==> src/rtl/seg7_scan_capture_if.sv <==
// Scan-pin and result bundle for seg7_scan_capture.
//   anodes      : digit enables, active-low (driven by the display side)
//   segments    : segment lines {g,f,e,d,c,b,a}, active-low
//   value       : last published frame, digit i in bits [4i+3:4i]
//   value_valid : one-cycle publish pulse
//   digit_err   : per-digit illegal-glyph flags of the published frame
//   anode_err   : one-cycle pulse on a settled sample with several anodes low
//   stale       : set on frame timeout, cleared by the next publish
// Modports: master = scan source / observer, slave = capture block.
interface seg7_scan_capture_if;
    logic [3:0]  anodes;
    logic [6:0]  segments;
    logic [15:0] value;
    logic        value_valid;
    logic [3:0]  digit_err;
    logic        anode_err;
    logic        stale;

    modport master (
        output anodes, segments,
        input  value, value_valid, digit_err, anode_err, stale
    );

    modport slave (
        input  anodes, segments,
        output value, value_valid, digit_err, anode_err, stale
    );
endinterface

==> src/rtl/seg7_scan_capture.sv <==
// Loop-back capture of a four-digit multiplexed seven-segment scan.
// Synchronizes the active-low anode/segment pins, waits for each digit to
// settle, decodes the glyph back to a hex nibble and publishes a 16-bit value
// once all four digits of a frame have been seen.
// Ports:
//   clk   : system clock
//   reset : asynchronous, active-low reset
//   bus   : seg7_scan_capture_if.slave (pins in, results out)
// Parameters:
//   SETTLE  : identical synchronized samples required before a capture (>=2)
//   TIMEOUT : cycles without a capture before a partial frame is dropped
// Optional feature macro: SEG7_CAP_CHANGE_ONLY_EN -- value_valid pulses only
// when the published {value,digit_err} changes (or on the first publish).
module seg7_scan_capture #(
    parameter int unsigned SETTLE  = 4,
    parameter int unsigned TIMEOUT = 1024
) (
    input  logic               clk,
    input  logic               reset,
    seg7_scan_capture_if.slave bus
);
    localparam int unsigned PIN_W    = 11;
    localparam int unsigned STABLE_W = $clog2(SETTLE + 1);
    localparam int unsigned TO_W     = $clog2(TIMEOUT + 1);
    // The counter starts after the first matching compare, so the capture
    // fires once it has seen SETTLE-2 further matches.
    localparam logic [STABLE_W-1:0] STABLE_LAST = STABLE_W'(SETTLE - 2);
    localparam logic [TO_W-1:0]     TO_LAST     = TO_W'(TIMEOUT - 1);

    typedef enum logic {
        COLLECT = 1'b0,
        PUBLISH = 1'b1
    } state_t;

    // Glyph to {illegal, nibble}; illegal glyphs decode to nibble 0.
    function automatic logic [4:0] decode_glyph(input logic [6:0] glyph);
        logic [4:0] r;
        case (glyph)
            7'h40:   r = 5'h00;
            7'h79:   r = 5'h01;
            7'h24:   r = 5'h02;
            7'h30:   r = 5'h03;
            7'h19:   r = 5'h04;
            7'h12:   r = 5'h05;
            7'h02:   r = 5'h06;
            7'h78:   r = 5'h07;
            7'h00:   r = 5'h08;
            7'h10:   r = 5'h09;
            7'h08:   r = 5'h0A;
            7'h03:   r = 5'h0B;
            7'h46:   r = 5'h0C;
            7'h21:   r = 5'h0D;
            7'h06:   r = 5'h0E;
            7'h0E:   r = 5'h0F;
            default: r = 5'h10;
        endcase
        return r;
    endfunction

    logic [PIN_W-1:0]    sync1;
    logic [PIN_W-1:0]    sync2;
    logic [PIN_W-1:0]    prev;
    logic [STABLE_W-1:0] stable_cnt;
    logic                armed;
    state_t              state;
    logic [3:0]          seen;
    logic [3:0][3:0]     shadow_val;
    logic [3:0]          shadow_err;
    logic [TO_W-1:0]     to_cnt;
`ifdef SEG7_CAP_CHANGE_ONLY_EN
    logic                published;
`endif

    logic       match_c;
    logic       settled_c;
    logic       blank_c;
    logic       one_low_c;
    logic       multi_low_c;
    logic       take_c;
    logic       consume_c;
    logic [3:0] sel_c;
    logic [1:0] idx_c;
    logic [4:0] glyph_c;
    logic [3:0] seen_set_c;

    // Stability filter decision and anode classification of the stage-2 sample.
    always_comb begin
        sel_c       = ~sync2[10:7];
        match_c     = (sync2 == prev);
        settled_c   = armed && match_c && (stable_cnt == STABLE_LAST);
        blank_c     = (sel_c == 4'h0);
        one_low_c   = !blank_c && ((sel_c & (sel_c - 4'h1)) == 4'h0);
        multi_low_c = !blank_c && !one_low_c;
        idx_c       = 2'd0;
        case (sel_c)
            4'b0010: idx_c = 2'd1;
            4'b0100: idx_c = 2'd2;
            4'b1000: idx_c = 2'd3;
            default: idx_c = 2'd0;
        endcase
        glyph_c    = decode_glyph(sync2[6:0]);
        seen_set_c = seen | (4'b0001 << idx_c);
        take_c     = settled_c && one_low_c && (state == COLLECT);
        // A digit settling during PUBLISH stays armed and is taken next cycle.
        consume_c  = settled_c && !(one_low_c && (state == PUBLISH));
    end

    // Synchronizer, filter, frame FSM and registered outputs.
    always_ff @(posedge clk or negedge reset) begin
        if (!reset) begin
            sync1           <= '1;
            sync2           <= '1;
            prev            <= '1;
            stable_cnt      <= '0;
            armed           <= 1'b1;
            state           <= COLLECT;
            seen            <= '0;
            shadow_val      <= '0;
            shadow_err      <= '0;
            to_cnt          <= '0;
            bus.value       <= '0;
            bus.value_valid <= 1'b0;
            bus.digit_err   <= '0;
            bus.anode_err   <= 1'b0;
            bus.stale       <= 1'b0;
`ifdef SEG7_CAP_CHANGE_ONLY_EN
            published       <= 1'b0;
`endif
        end else begin
            sync1 <= {bus.anodes, bus.segments};
            sync2 <= sync1;
            prev  <= sync2;

            if (!match_c) begin
                stable_cnt <= '0;
                armed      <= 1'b1;
            end else begin
                if (stable_cnt != STABLE_LAST) begin
                    stable_cnt <= stable_cnt + STABLE_W'(1);
                end
                if (consume_c) begin
                    armed <= 1'b0;
                end
            end

            bus.anode_err   <= settled_c && multi_low_c;
            bus.value_valid <= 1'b0;

            if (state == COLLECT) begin
                if (take_c) begin
                    shadow_val[idx_c] <= glyph_c[3:0];
                    shadow_err[idx_c] <= glyph_c[4];
                    seen              <= seen_set_c;
                    to_cnt            <= '0;
                    if (seen_set_c == 4'hF) begin
                        state <= PUBLISH;
                    end
                end else if (to_cnt == TO_LAST) begin
                    seen       <= '0;
                    shadow_val <= '0;
                    shadow_err <= '0;
                    bus.stale  <= 1'b1;
                    to_cnt     <= '0;
                end else begin
                    to_cnt <= to_cnt + TO_W'(1);
                end
            end else begin
                bus.value     <= shadow_val;
                bus.digit_err <= shadow_err;
                bus.stale     <= 1'b0;
`ifdef SEG7_CAP_CHANGE_ONLY_EN
                bus.value_valid <= !published ||
                                   (shadow_val != bus.value) ||
                                   (shadow_err != bus.digit_err);
                published       <= 1'b1;
`else
                bus.value_valid <= 1'b1;
`endif
                seen       <= '0;
                shadow_val <= '0;
                shadow_err <= '0;
                state      <= COLLECT;
            end
        end
    end
endmodule

==> src/flat_wrapper.sv <==
// flat-port wrapper written by rule: the top's interface ports become plain ports
module seg7_scan_capture_flat 
#(
    parameter int unsigned SETTLE  = 4,
    parameter int unsigned TIMEOUT = 1024
)
  (clk, reset, bus_anodes, bus_segments, bus_value, bus_value_valid, bus_digit_err, bus_anode_err, bus_stale);
  seg7_scan_capture_if bus_i ();
  input  logic clk;
  input  logic reset;
  input wire logic [$bits(bus_i.anodes)-1:0] bus_anodes;
  input wire logic [$bits(bus_i.segments)-1:0] bus_segments;
  output wire logic [$bits(bus_i.value)-1:0] bus_value;
  output wire logic [$bits(bus_i.value_valid)-1:0] bus_value_valid;
  output wire logic [$bits(bus_i.digit_err)-1:0] bus_digit_err;
  output wire logic [$bits(bus_i.anode_err)-1:0] bus_anode_err;
  output wire logic [$bits(bus_i.stale)-1:0] bus_stale;
  assign bus_i.anodes = bus_anodes;
  assign bus_i.segments = bus_segments;
  assign bus_value = bus_i.value;
  assign bus_value_valid = bus_i.value_valid;
  assign bus_digit_err = bus_i.digit_err;
  assign bus_anode_err = bus_i.anode_err;
  assign bus_stale = bus_i.stale;
  seg7_scan_capture #(.SETTLE(SETTLE), .TIMEOUT(TIMEOUT)) u_core (.clk(clk), .reset(reset), .bus(bus_i));
endmodule
==> config.mk <==
export PLATFORM = sky130hd
export DESIGN_NAME = seg7_scan_capture_flat
export DESIGN_NICKNAME = d
export VERILOG_FILES = /design/src/rtl/seg7_scan_capture_if.sv /design/src/rtl/seg7_scan_capture.sv /design/src/flat_wrapper.sv
export SDC_FILE = /design/constraint.sdc
export NUM_CORES = 1
export LEC_CHECK = 0
export CORE_ASPECT_RATIO = 1.4
export CORE_MARGIN = 1
export CORE_UTILIZATION = 35
export CTS_CLUSTER_DIAMETER = 80
export DETAILED_ROUTE_END_ITERATION = 12
export PLACE_DENSITY = 0.5
export SLEW_MARGIN = 40
export SYNTH_ARGS = -nofsm -noshare
export SYNTH_HDL_FRONTEND = slang
export SYNTH_SLANG_ARGS = --single-unit
==> constraint.sdc <==
create_clock -name clk -period 5.75 [get_ports clk]
set_input_delay 0.8625 -clock clk [delete_from_list [all_inputs] [get_ports clk]]
set_output_delay 0.8625 -clock clk [all_outputs]
set_load 0.1 [all_outputs]
==> results.rst, run 1 <==
.. list-table::
   :header-rows: 1

   * - Metric
     - Value
   * - Transition at the pin with the smallest max-transition slack
     - 722 ps
   * - Post-CTS sizing
     - 0
   * - Xor-xnor portion of the synthesized cell area
     - 3.10%
   * - Type of the setup path with the least slack
     - flop to flop
   * - Share of async-settable or async-resettable flops after synthesis
     - 100%
   * - TritonCTS clock tree
     - done
   * - Synth top cells by count
     - 62 x sky130_fd_sc_hd__dfrtp_1, 44 x sky130_fd_sc_hd__nand2_1, 34 x sky130_fd_sc_hd__dfstp_2
   * - Count of distinct cell types in the synthesized netlist
     - between 60 and 70
   * - Highest clock frequency the design can meet
     - about 0.38 GHz
   * - Routed WL
     - 8500 um
   * - Count of flip-flops with a built-in enable after synthesis
     - 0
   * - TritonCTS buffer count
     - 9
   * - Summed negative setup slack over all endpoints
     - 0 ps
   * - Nets@finish
     - 403
   * - Ratio of total power to cell area
     - 280 nW/um2
   * - Reported max-cap violation count
     - 0
   * - Fraction of final layout cells sized beyond drive strength 1
     - between 20% and 30%
   * - Area inside the core boundary
     - 11,800 um2
   * - Outcome
     - completed
   * - Routed via count
     - 2,720
   * - Via count of the first global-routing pass
     - ~2,700
   * - Primary FF master, synth
     - sky130_fd_sc_hd__dfrtp_1
   * - Root Driver
     - sky130_fd_sc_hd__clkbuf_16
   * - Clk pin slew, worst setup/hold paths
     - 70 ps
   * - Remaining global-route overflow
     - 0
   * - Fin crit share
     - 45.3%
   * - Final clock skew
     - ~9.6 ps
   * - Portion of synthesized cell area occupied by the leading cell type
     - 36.9%
   * - Sequential cell area in the final layout
     - approximately 2400 um2
   * - Die W
     - 94.6 um
   * - Clock latency reported for the late side of the worst-skew pair
     - 350 ps
   * - Number of design rule violations left after detail routing
     - 0
   * - Main combinational cell family by area after synthesis
     - simple AND/OR/NAND/NOR gates
   * - Post-synthesis share of cell area spent on full adders, half adders and majority gates
     - 1.13%
   * - Overall die height
     - 132 um
   * - Max transition margin
     - 51.7%
   * - RD Place Congestion
     - between 0.8 and 0.9
   * - Number of setup buffers added after CTS
     - 0
   * - Antenna violations before repair
     - 0
   * - Flip-flop and latch count after synthesis
     - 96
   * - Peak ir drop on the vdd network
     - approximately 0.00013 V
   * - Diodes inserted
     - 0
   * - Area taken by multi-input logic gates
     - 1610 um2
   * - Count of buffers from port buffering
     - 35
   * - Vias per Instance
     - 5.05
   * - Post-synthesis instance total
     - 359
   * - Data arrival, critical path
     - 2830 ps
   * - Most common cell in the netlist
     - sky130_fd_sc_hd__dfrtp_1
   * - Number of levels the H-tree was split into
     - 3
   * - Number of hold-repair buffers added at the cts stage
     - 0
   * - Initial core utilization
     - between 30% and 40%
   * - Netlist area before placement
     - 4200 um2
   * - I/O pin cnt
     - 36
   * - Largest area contributor in the netlist
     - sky130_fd_sc_hd__dfrtp_1
   * - Setup slack on the worst flop-to-flop path
     - 3150 ps
   * - Sequential element share of the synthesized area
     - 58.2%
   * - Data required time of the worst path
     - around 6000 ps
   * - Time the final worst path needs with I/O delays and setup
     - 2600 ps
   * - Wire length of the first global-routing pass
     - ~14,000 um
   * - Unrepaired setup endpoints after global routing
     - false
   * - Fraction of the mapped netlist area in compound gates
     - 10.8%
   * - Pin count of the biggest net entering global routing
     - 50
   * - Synthesized net count
     - between 300 and 400
   * - Share of synthesized area spent on multiplexers
     - 6.41%
   * - Cell Rows
     - 47
   * - Final core occ
     - 40.8%
   * - Routed wire per std cell
     - 15.8 um
   * - Crit start category
     - flop
   * - Static Leakage
     - around 2.1 nW
   * - Initial DRT Pass Iterations
     - 4
   * - Highest fanout seen on the critical path
     - 15
   * - Number of fill cells in the layout
     - 1,177
   * - Total die area
     - about 12,000 um2
   * - Count of endpoints failing hold in the final timing report
     - 0
   * - Share of synthesized cell area in and, or, nand and nor gates
     - approximately 17%
   * - Starting DRC count in detailed routing
     - 69
   * - Number of pins with negative max-slew slack in the final report
     - 0
   * - Element type at the critical path end
     - flop
   * - All-layer global routing usage
     - approximately 15%
   * - Biggest area contributors in the synthesized netlist
     - sky130_fd_sc_hd__dfrtp_1 37%, sky130_fd_sc_hd__dfstp_2 21%, sky130_fd_sc_hd__mux2_2 6.2%, sky130_fd_sc_hd__nand2_1 3.9%, sky130_fd_sc_hd__xnor2_1 2.3%
   * - P&R area growth vs syn
     - 14.3%
   * - Sink count of the clock tree
     - 96
   * - Longest Clk Path Bufs
     - 2
   * - Class of the most critical hold timing path
     - flop to flop
   * - Total number of yosys warnings
     - 0
   * - Number of nets still failing antenna checks after routing
     - 0
   * - Mean cell area of the mapped netlist
     - 11.7 um2
   * - Detailed-placement wirelength estimate
     - ~6000 um
   * - # setup viols final
     - 0
==> final timing paths <==
kind	depth (start not counted)	from	to
worst min-delay path	0	u_core.sync1[1]$_DFF_PN1_	u_core.sync2[1]$_DFF_PN1_
min in group asynchronous	1	reset	u_core.stable_cnt[1]$_DFFE_PN0P_
worst min register to register	0	u_core.sync1[1]$_DFF_PN1_	u_core.sync2[1]$_DFF_PN1_
max in group asynchronous	2	reset	u_core.shadow_err[2]$_DFFE_PN0P_
worst max register to register	6	u_core.sync2[7]$_DFF_PN1_	u_core.shadow_val[15]$_DFFE_PN0P_
worst max-delay path	6	u_core.sync2[7]$_DFF_PN1_	u_core.shadow_val[15]$_DFFE_PN0P_
==> area by class of cell <==
cell class / instances / share of cell area [%]
repair buffers: 37 / 5.16
well taps: 147 / 3.83
multi-input cells: 237 / 33.5
inverters: 6 / 0.469
clock inverters: 6 / 1.07
flip-flops and latches: 96 / 51.0
clock buffers: 10 / 4.98
==> placed cells by master (no fill, tap or decap), types with 3 or more instances in the layout <==
master                            count
sky130_fd_sc_hd__nor3_1               6
sky130_fd_sc_hd__nand4_1              4
sky130_fd_sc_hd__o21ai_0             17
sky130_fd_sc_hd__clkbuf_16            9
sky130_fd_sc_hd__nand3_1             11
sky130_fd_sc_hd__ha_1                 3
sky130_fd_sc_hd__or4_1                3
sky130_fd_sc_hd__o21a_1               4
sky130_fd_sc_hd__a21oi_1             11
sky130_fd_sc_hd__inv_1                6
sky130_fd_sc_hd__o21ai_1              8
sky130_fd_sc_hd__nor3b_1              3
sky130_fd_sc_hd__nor4_1               3
sky130_fd_sc_hd__nand2b_1             4
sky130_fd_sc_hd__nand2_1             44
sky130_fd_sc_hd__dfrtp_1             61
sky130_fd_sc_hd__nor2_1              19
sky130_fd_sc_hd__buf_2               23
sky130_fd_sc_hd__o2bb2ai_1            3
sky130_fd_sc_hd__nand4b_1             4
sky130_fd_sc_hd__dfstp_2             34
sky130_fd_sc_hd__mux2_2              23
sky130_fd_sc_hd__o31ai_1              3
sky130_fd_sc_hd__xnor2_1             11
sky130_fd_sc_hd__or3_1                5
sky130_fd_sc_hd__o211ai_1             3
sky130_fd_sc_hd__buf_4                3
sky130_fd_sc_hd__o211a_1              3
sky130_fd_sc_hd__clkdlybuf4s50_1     11
==> sequential cells by signal, indices dropped and copies added, names as in the netlist, 3 cells and up <==
| signal | cells |
|---|---|
| u_core.shadow_err | 4 |
| u_core.sync1 | 11 |
| u_core.seen | 4 |
| u_core.bus.value | 16 |
| u_core.shadow_val | 16 |
| u_core.sync2 | 11 |
| u_core.prev | 11 |
| u_core.bus.digit_err | 4 |
| u_core.stable_cnt | 3 |
| u_core.to_cnt | 11 |
==> kinds of logic after synthesis <==
family,count (synthesis)
AOI/OAI and AO/OA,68
and+or+nand+nor,127
muxes,24
buffers and inverters,26
xor gates and xnor gates,14
DFF,96
adders and majority gates,4
==> metal layers <==
metal  vias up  GRT usage (%)  routed length, um
met5         -              0                  0
met4         0           6.57                193
met3        13           3.01                229
met2        41           23.1               4100
met1      1326           20.4               3980
li1       1340              -                  -
==> report_power, final <==
group | switching, mW | internal, mW
clock | 0.267 | 0.312
combinational | 0.0301 | 0.0220
sequential | 0.0169 | 0.697
==> per-stage QoR <==
stage | hold WS (ps) | power (mW) | setup slack, ps | instance area, um2 | std cells
after CTS | 356 | 1.37 | 3130 | 4800 | 539
after detailed placement | 347 | 0.780 | 3140 | 4510 | 523
after global routing | 358 | 1.40 | 2940 | 4800 | 539
after floorplan | 345 | 0.751 | 3740 | 4200 | 359
final | 354 | 1.34 | 3150 | 4800 | 539
after global placement | 346 | 0.778 | 3150 | 4620 | 523
==> worst max-delay path, stage by stage, from the launching register on <==
cell	delay, ps
sky130_fd_sc_hd__dfstp_2	650
sky130_fd_sc_hd__nand4b_1	250
sky130_fd_sc_hd__o211ai_1	280
sky130_fd_sc_hd__and4bb_1	700
sky130_fd_sc_hd__mux2_2	460
sky130_fd_sc_hd__nand2_1	70
sky130_fd_sc_hd__o21ai_0	80
Note: power is estimated with default switching activity, not from simulation.
==> run 2, diff against run 1 <==
==> constraint.sdc (replaced) <==
create_clock -name clk -period 2.41 [get_ports clk]
set_input_delay 0.3615 -clock clk [delete_from_list [all_inputs] [get_ports clk]]
set_output_delay 0.3615 -clock clk [all_outputs]
set_load 0.1 [all_outputs]
==> run 2 against run 1 <==
  * Sequential share of layout area is 1.9 points lower
  * Worst hold slack gained 0.84 ps
  * Register-to-register slack worse by 3000 ps
  * Via count increased by 4.2%
  * Die area is the same
  * Utilization rose by 1.6 points
  * Largest power group unchanged
==> results.rst, run 2 (synthesis gave the netlist of run 1 again) <==
.. list-table::
   :header-rows: 1

   * - Metric
     - Value
   * - Routed via count
     - 2,835
   * - Nets@finish
     - 419
   * - Remaining global-route overflow
     - 0
   * - Number of design rule violations left after detail routing
     - 0
   * - Diodes inserted
     - 0
   * - Outcome
     - completed
   * - Number of fill cells in the layout
     - 1,134
   * - RD Place Congestion
     - roughly 0.79
   * - Number of pins with negative max-slew slack in the final report
     - 0
   * - Sink count of the clock tree
     - between 90 and 100
   * - # setup viols final
     - 0
   * - Power after layout
     - ~3.2 mW
   * - Root Driver
     - sky130_fd_sc_hd__clkbuf_16
   * - All-layer global routing usage
     - 15.6%
   * - Data required time of the worst path
     - 2630 ps
   * - Fraction of final layout cells sized beyond drive strength 1
     - between 30% and 40%
   * - Most frequent standard cell in the layout excluding fill and tap cells
     - sky130_fd_sc_hd__dfrtp_1
   * - Starting DRC count in detailed routing
     - 119
   * - Highest fanout seen on the critical path
     - 14
   * - Commonest non-fill, non-tap cells in the layout
     - 61 x sky130_fd_sc_hd__dfrtp_1, 44 x sky130_fd_sc_hd__nand2_1, 40 x sky130_fd_sc_hd__buf_4
   * - Clk pin slew, worst setup/hold paths
     - around 70 ps
   * - Die W
     - 94.6 um
   * - TritonCTS buffer count
     - 9
   * - Number of nets still failing antenna checks after routing
     - 0
   * - Initial core utilization
     - 35.7%
   * - Type of the setup path with the least slack
     - flop to flop
   * - Time the final worst path needs with I/O delays and setup
     - 2250 ps
   * - Routed WL
     - between 8000 and 9000 um
   * - Count of placed standard cells including taps
     - roughly 540
   * - I/O pin cnt
     - 36
   * - Transition at the pin with the smallest max-transition slack
     - 541 ps
   * - Cell Rows
     - 47
   * - Largest registers
     - u_core.bus.value: 16 flops, u_core.shadow_val: 16 flops
   * - P&R area growth vs syn
     - 18.8%
   * - Vias per Instance
     - 5.11
   * - Crit start category
     - flop
   * - Final clock skew
     - 5.82 ps
   * - Number of levels the H-tree was split into
     - 3
   * - Reported max-cap violation count
     - 0
   * - Count of placed standard cells in the final layout, fillers left out
     - roughly 560
   * - Static Leakage
     - 2.19 nW
   * - Global-route layer with the greatest usage
     - met2
   * - Hold Path Depth
     - 0
   * - Number of setup buffers added after CTS
     - 0
   * - Clock latency reported for the late side of the worst-skew pair
     - 350 ps
   * - Worst setup slack after layout
     - around 160 ps
   * - Antenna violations before repair
     - 0
   * - Met2 Usage GRT
     - 25.0%
   * - Worst-case setup slack after placement
     - 102 ps
   * - Total die area
     - 12,400 um2
   * - Highest clock frequency the design can meet
     - approximately 0.44 GHz
   * - Initial DRT Pass Iterations
     - 4
   * - Global routing usage on met1
     - between 10% and 20%
   * - Worst flop-to-flop path endpoint
     - u_core.shadow_val[14]$_DFFE_PN0P_
   * - Register-to-Register Path Depth
     - 6
   * - GR Util met3
     - 3.82%
   * - Count of buffers from port buffering
     - 35
   * - Ratio of total power to cell area
     - roughly 640 nW/um2
   * - Data arrival, critical path
     - 2470 ps
   * - Worst reg2reg startpoint
     - u_core.sync2[1]$_DFF_PN1_
   * - Peak ir drop on the vdd network
     - about 0.00032 V
   * - Count of endpoints failing hold in the final timing report
     - 0
   * - Unrepaired setup endpoints after global routing
     - false
   * - Overall die height
     - 132 um
   * - Wire length of the first global-routing pass
     - between 10,000 and 15,000 um
   * - Hold Path End
     - u_core.sync2[0]$_DFF_PN1_
   * - Fin crit share
     - 93.3%
   * - Via count of the first global-routing pass
     - roughly 2,800
   * - Class of the most critical hold timing path
     - flop to flop
   * - Longest Clk Path Bufs
     - 2
   * - Element type at the critical path end
     - flop
   * - Pin count of the biggest net entering global routing
     - 54
   * - Startpoint of the worst hold path
     - u_core.sync1[0]$_DFF_PN1_
   * - TritonCTS clock tree
     - done
   * - Area inside the core boundary
     - about 12,000 um2
   * - Routed wire per std cell
     - approximately 16 um
   * - Setup slack on the worst flop-to-flop path
     - 160 ps
   * - Summed negative setup slack over all endpoints
     - 0 ps
   * - Max transition margin
     - 63.6%
   * - Detailed-placement wirelength estimate
     - roughly 6300 um
run 2: cell count changes in the layout (fill, tap and decap cells not counted), sizes merged:
cell and change:
inv -2, dlygate4sd3 +1, clkinvlp +2, buf +15
run 2: routing by layer:
| metal | part of all wire [%] | routed length (um) |
|---|---|---|
| met1 | 43 | 3750 |
| met2 | 50 | 4400 |
| met3 | 3.9 | 342 |
| met4 | 3.0 | 261 |
| met5 | 0 | 0 |
run 2: what timing repair did:
action | CTS | global route
gates resized for setup | 0 | 2
hold buffers | 1 | 0
hold endpoints to repair | 24 | 0
endpoints found under the setup margin | 0 | 7
run 2: worst max-delay path by stage:
stage,cells past startpoint,start,endpoint
2_1_floorplan,8,u_core.sync2[2]$_DFF_PN1_,u_core.shadow_err[1]$_DFFE_PN0P_
6_report,6,u_core.sync2[1]$_DFF_PN1_,u_core.shadow_val[14]$_DFFE_PN0P_
3_5_place_dp,5,u_core.sync2[1]$_DFF_PN1_,u_core.shadow_val[4]$_DFFE_PN0P_
3_3_place_gp,5,u_core.sync2[1]$_DFF_PN1_,u_core.shadow_val[0]$_DFFE_PN0P_
4_1_cts,5,u_core.sync2[1]$_DFF_PN1_,u_core.shadow_val[4]$_DFFE_PN0P_
5_1_grt,6,u_core.sync2[1]$_DFF_PN1_,u_core.shadow_val[14]$_DFFE_PN0P_
run 2: worst max-delay path, stage by stage, from the launching register on:
cell                       delay (ps)
sky130_fd_sc_hd__dfstp_2          670
sky130_fd_sc_hd__xnor2_1          190
sky130_fd_sc_hd__nand4_1          230
sky130_fd_sc_hd__and4bb_2         470
sky130_fd_sc_hd__mux2_2           400
sky130_fd_sc_hd__nand2_1           80
sky130_fd_sc_hd__o21ai_0           80
run 2: cell type report:
type,instances,area [um2],share of cell area [%]
clock buffer,10,239,4.79
clock inverter,6,42.5,0.853
inverter,6,22.5,0.452
multi-input combinational,237,1610,32.3
sequential,96,2450,49.0
tap,147,184,3.69
timing repair buffer,53,440,8.83
run 2: power by group:
part / total, mW / switching (mW) / internal, mW
Sequential: 1.69 / 0.0310 / 1.66
Combinational: 0.149 / 0.0860 / 0.0633
Clock: 1.34 / 0.616 / 0.729
run 2: through the flow:
step | util, % | area [um2] | hold WS [ps]
2_1_floorplan | - | 4200 | 65.9
3_3_place_gp | 39.9 | 4690 | 336
3_5_place_dp | 39.9 | 4690 | 335
4_1_cts | 42.4 | 4980 | 357
5_1_grt | 42.4 | 4990 | 360
6_report | 42.4 | 4990 | 355
==> run 3, diff against run 2 <==
--- a/config.mk
+++ b/config.mk
@@ -7,10 +7,10 @@
 export LEC_CHECK = 0
 export CORE_ASPECT_RATIO = 1.4
 export CORE_MARGIN = 1
-export CORE_UTILIZATION = 35
+export CORE_UTILIZATION = 54
 export CTS_CLUSTER_DIAMETER = 80
 export DETAILED_ROUTE_END_ITERATION = 12
-export PLACE_DENSITY = 0.5
+export PLACE_DENSITY = 0.72
 export SLEW_MARGIN = 40
 export SYNTH_ARGS = -nofsm -noshare
 export SYNTH_HDL_FRONTEND = slang
==> run 3 against run 2 <==
  * First-iteration DRC count rose by 46%
  * Design area fell by 4.4%
  * Critical path depth did not move
  * Clock power fell by 31%
  * Worst hold slack got worse by 2.3 ps
==> results.rst, run 3 (synthesis gave the netlist of run 1 again) <==
.. list-table::
   :header-rows: 1

   * - Metric
     - Value
   * - Initial core utilization
     - between 50% and 60%
   * - Cell Rows
     - 37
   * - Routed via count
     - between 2,000 and 3,000
   * - Static Leakage
     - approximately 2.1 nW
   * - Die W
     - around 77 um
   * - Pin count of the biggest net entering global routing
     - 52
   * - Proportion of power drawn by flip-flops and latches
     - 61.7%
   * - Vias per Instance
     - 5.58
   * - Max transition margin
     - roughly 67%
   * - Number of design rule violations left after detail routing
     - 0
   * - Overall die height
     - 106 um
   * - Class of the most critical hold timing path
     - flop to flop
   * - P&R area growth vs syn
     - 13.5%
   * - Number of levels the H-tree was split into
     - 3
   * - Combinational fraction of design power
     - around 4.9%
   * - Summed negative setup slack over all endpoints
     - 0 ps
   * - Slowest CP cell
     - sky130_fd_sc_hd__dfstp_2
   * - Sequential cell area in the final layout
     - 2440 um2
   * - Root Driver
     - sky130_fd_sc_hd__clkbuf_8
   * - Commonest non-fill, non-tap cells in the layout
     - 62 x sky130_fd_sc_hd__dfrtp_1, 44 x sky130_fd_sc_hd__nand2_1, 35 x sky130_fd_sc_hd__buf_4
   * - Antenna violations before repair
     - 0
   * - Detailed-placement wirelength estimate
     - 5390 um
   * - Most frequent standard cell in the layout excluding fill and tap cells
     - sky130_fd_sc_hd__dfrtp_1
   * - Reported max-cap violation count
     - 0
   * - Number of pins with negative max-slew slack in the final report
     - 0
   * - TritonCTS clock tree
     - done
   * - Remaining global-route overflow
     - 0
   * - Data arrival, critical path
     - 2470 ps
   * - P_int
     - approximately 2.1 mW
   * - Area taken by multi-input logic gates
     - between 1500 and 2000 um2
   * - Time the final worst path needs with I/O delays and setup
     - 2230 ps
   * - Initial DRT Pass Iterations
     - 4
   * - Crit start category
     - flop
   * - Outcome
     - completed
   * - Clk pin slew, worst setup/hold paths
     - 90 ps
   * - Switching portion of total power
     - between 20% and 30%
   * - Area inside the core boundary
     - ~7500 um2
   * - Placement Cell Area
     - ~4600 um2
   * - Final design instance area without fill
     - 4770 um2
   * - Count of endpoints failing hold in the final timing report
     - 0
   * - Longest Clk Path Bufs
     - 2
   * - Fin crit share
     - 92.5%
   * - Final core occ
     - 63.9%
   * - Unrepaired setup endpoints after global routing
     - false
   * - All-layer global routing usage
     - about a fifth
   * - RD Place Congestion
     - roughly 0.9
   * - Total net switching power
     - 628 uW
   * - I/O pin cnt
     - 36
   * - Via count of the first global-routing pass
     - 2,774
   * - Cells along the critical path
     - xnor2_1 > nand4_1 > and4bb_1 > mux2_2 > nand2_1 > o21ai_0
   * - Total die area
     - just over 8000 um2
   * - Number of setup buffers added after CTS
     - 0
   * - Sink count of the clock tree
     - 96
   * - Number of fill cells in the layout
     - approximately 600
   * - Number of nets still failing antenna checks after routing
     - 0
   * - Data required time of the worst path
     - 2650 ps
   * - # setup viols final
     - 0
   * - Highest fanout seen on the critical path
     - 16
   * - Largest registers
     - u_core.bus.value: 16 flops, u_core.shadow_val: 16 flops
   * - Routed wire per std cell
     - 15.2 um
   * - Wire length of the first global-routing pass
     - 13,200 um
   * - Ratio of total power to cell area
     - roughly 580 nW/um2
   * - Number of hold-repair buffers added at the cts stage
     - 1
   * - Routed WL
     - 7580 um
   * - Final clock skew
     - 7.35 ps
   * - Starting DRC count in detailed routing
     - 174
   * - Diodes inserted
     - 0
   * - Element type at the critical path end
     - flop
   * - Transition at the pin with the smallest max-transition slack
     - just under 500 ps
   * - Post-CTS sizing
     - 0
   * - Fraction of final layout cells sized beyond drive strength 1
     - 28.8%
   * - TritonCTS buffer count
     - 9
   * - Clk network pwr share
     - roughly 33%
   * - Peak ir drop on the vdd network
     - around 0.00041 V
   * - Highest clock frequency the design can meet
     - between 0.4 and 0.5 GHz
   * - Type of the setup path with the least slack
     - flop to flop
   * - Count of buffers from port buffering
     - 35
   * - Clock latency reported for the late side of the worst-skew pair
     - between 300 and 400 ps
   * - Max incr delay on CP
     - 690 ps
   * - Nets@finish
     - 414
run 3: changes by cell type in the layout (fill, tap and decap cells not counted), moves of 3 or more:
cell / previous run / this run
sky130_fd_sc_hd__buf_4: 40 / 35
sky130_fd_sc_hd__clkbuf_1: 0 / 3
sky130_fd_sc_hd__clkbuf_16: 9 / 0
sky130_fd_sc_hd__clkbuf_8: 1 / 10
run 3: routing by layer:
metal	vias up	global-route usage [%]	share of wire, %
met5	-	0	0
met4	0	12.5	3.1
met3	15	2.58	3.1
met2	62	32.8	49
met1	1358	27.7	45
li1	1356	-	-
run 3: critical path: cells and delay by family (launching register included):
| family | cells | cell delay, ps |
|---|---|---|
| and+or+nand+nor | 3 | 770 |
| muxes | 1 | 420 |
| xor gates and xnor gates | 1 | 160 |
| DFF | 1 | 690 |
| AOI/OAI and AO/OA | 1 | 70 |
run 3: power by group through the flow:
stage	clock network (mW)	registers (mW)	logic, mW
global placement	0	1.73	0.135
global route	1.00	1.70	0.152
detailed placement	0	1.73	0.136
floorplan	0	1.70	0.0890
CTS	0.951	1.70	0.138
finish	0.919	1.70	0.135
run 3: final timing paths:
kind                                            start                           endpoint  slack [ps]  depth (start not counted)
min in group asynchronous                       reset       u_core.to_cnt[6]$_DFFE_PN0N_         460                          2
hold / removal             u_core.sync1[10]$_DFF_PN1_         u_core.sync2[10]$_DFF_PN1_         350                          0
setup reg to reg            u_core.sync2[3]$_DFF_PN1_  u_core.shadow_val[15]$_DFFE_PN0P_         180                          6
setup / recovery            u_core.sync2[3]$_DFF_PN1_  u_core.shadow_val[15]$_DFFE_PN0P_         180                          6
max in group asynchronous                       reset           u_core.prev[9]$_DFF_PN1_        1330                          3
hold reg to reg            u_core.sync1[10]$_DFF_PN1_         u_core.sync2[10]$_DFF_PN1_         350                          0
run 3: cell type report:
| type | count | share of cell area (%) |
|---|---|---|
| clock buffers | 13 | 3.12 |
| clock inverters | 3 | 0.368 |
| inverters | 6 | 0.473 |
| multi-input cells | 237 | 33.7 |
| flip-flops and latches | 96 | 51.3 |
| well taps | 97 | 2.55 |
| repair buffers | 48 | 8.45 |
run 3: stage by stage:
step                instances  total power, mW  hold slack, ps  setup slack [ps]
CTS                       500             2.79             356               160
global route              500             2.86             358              24.0
finish                    500             2.75             353               181
detailed placement        483             1.86             316               174
floorplan                 359             1.79            65.9               400
global placement          483             1.86             315               227
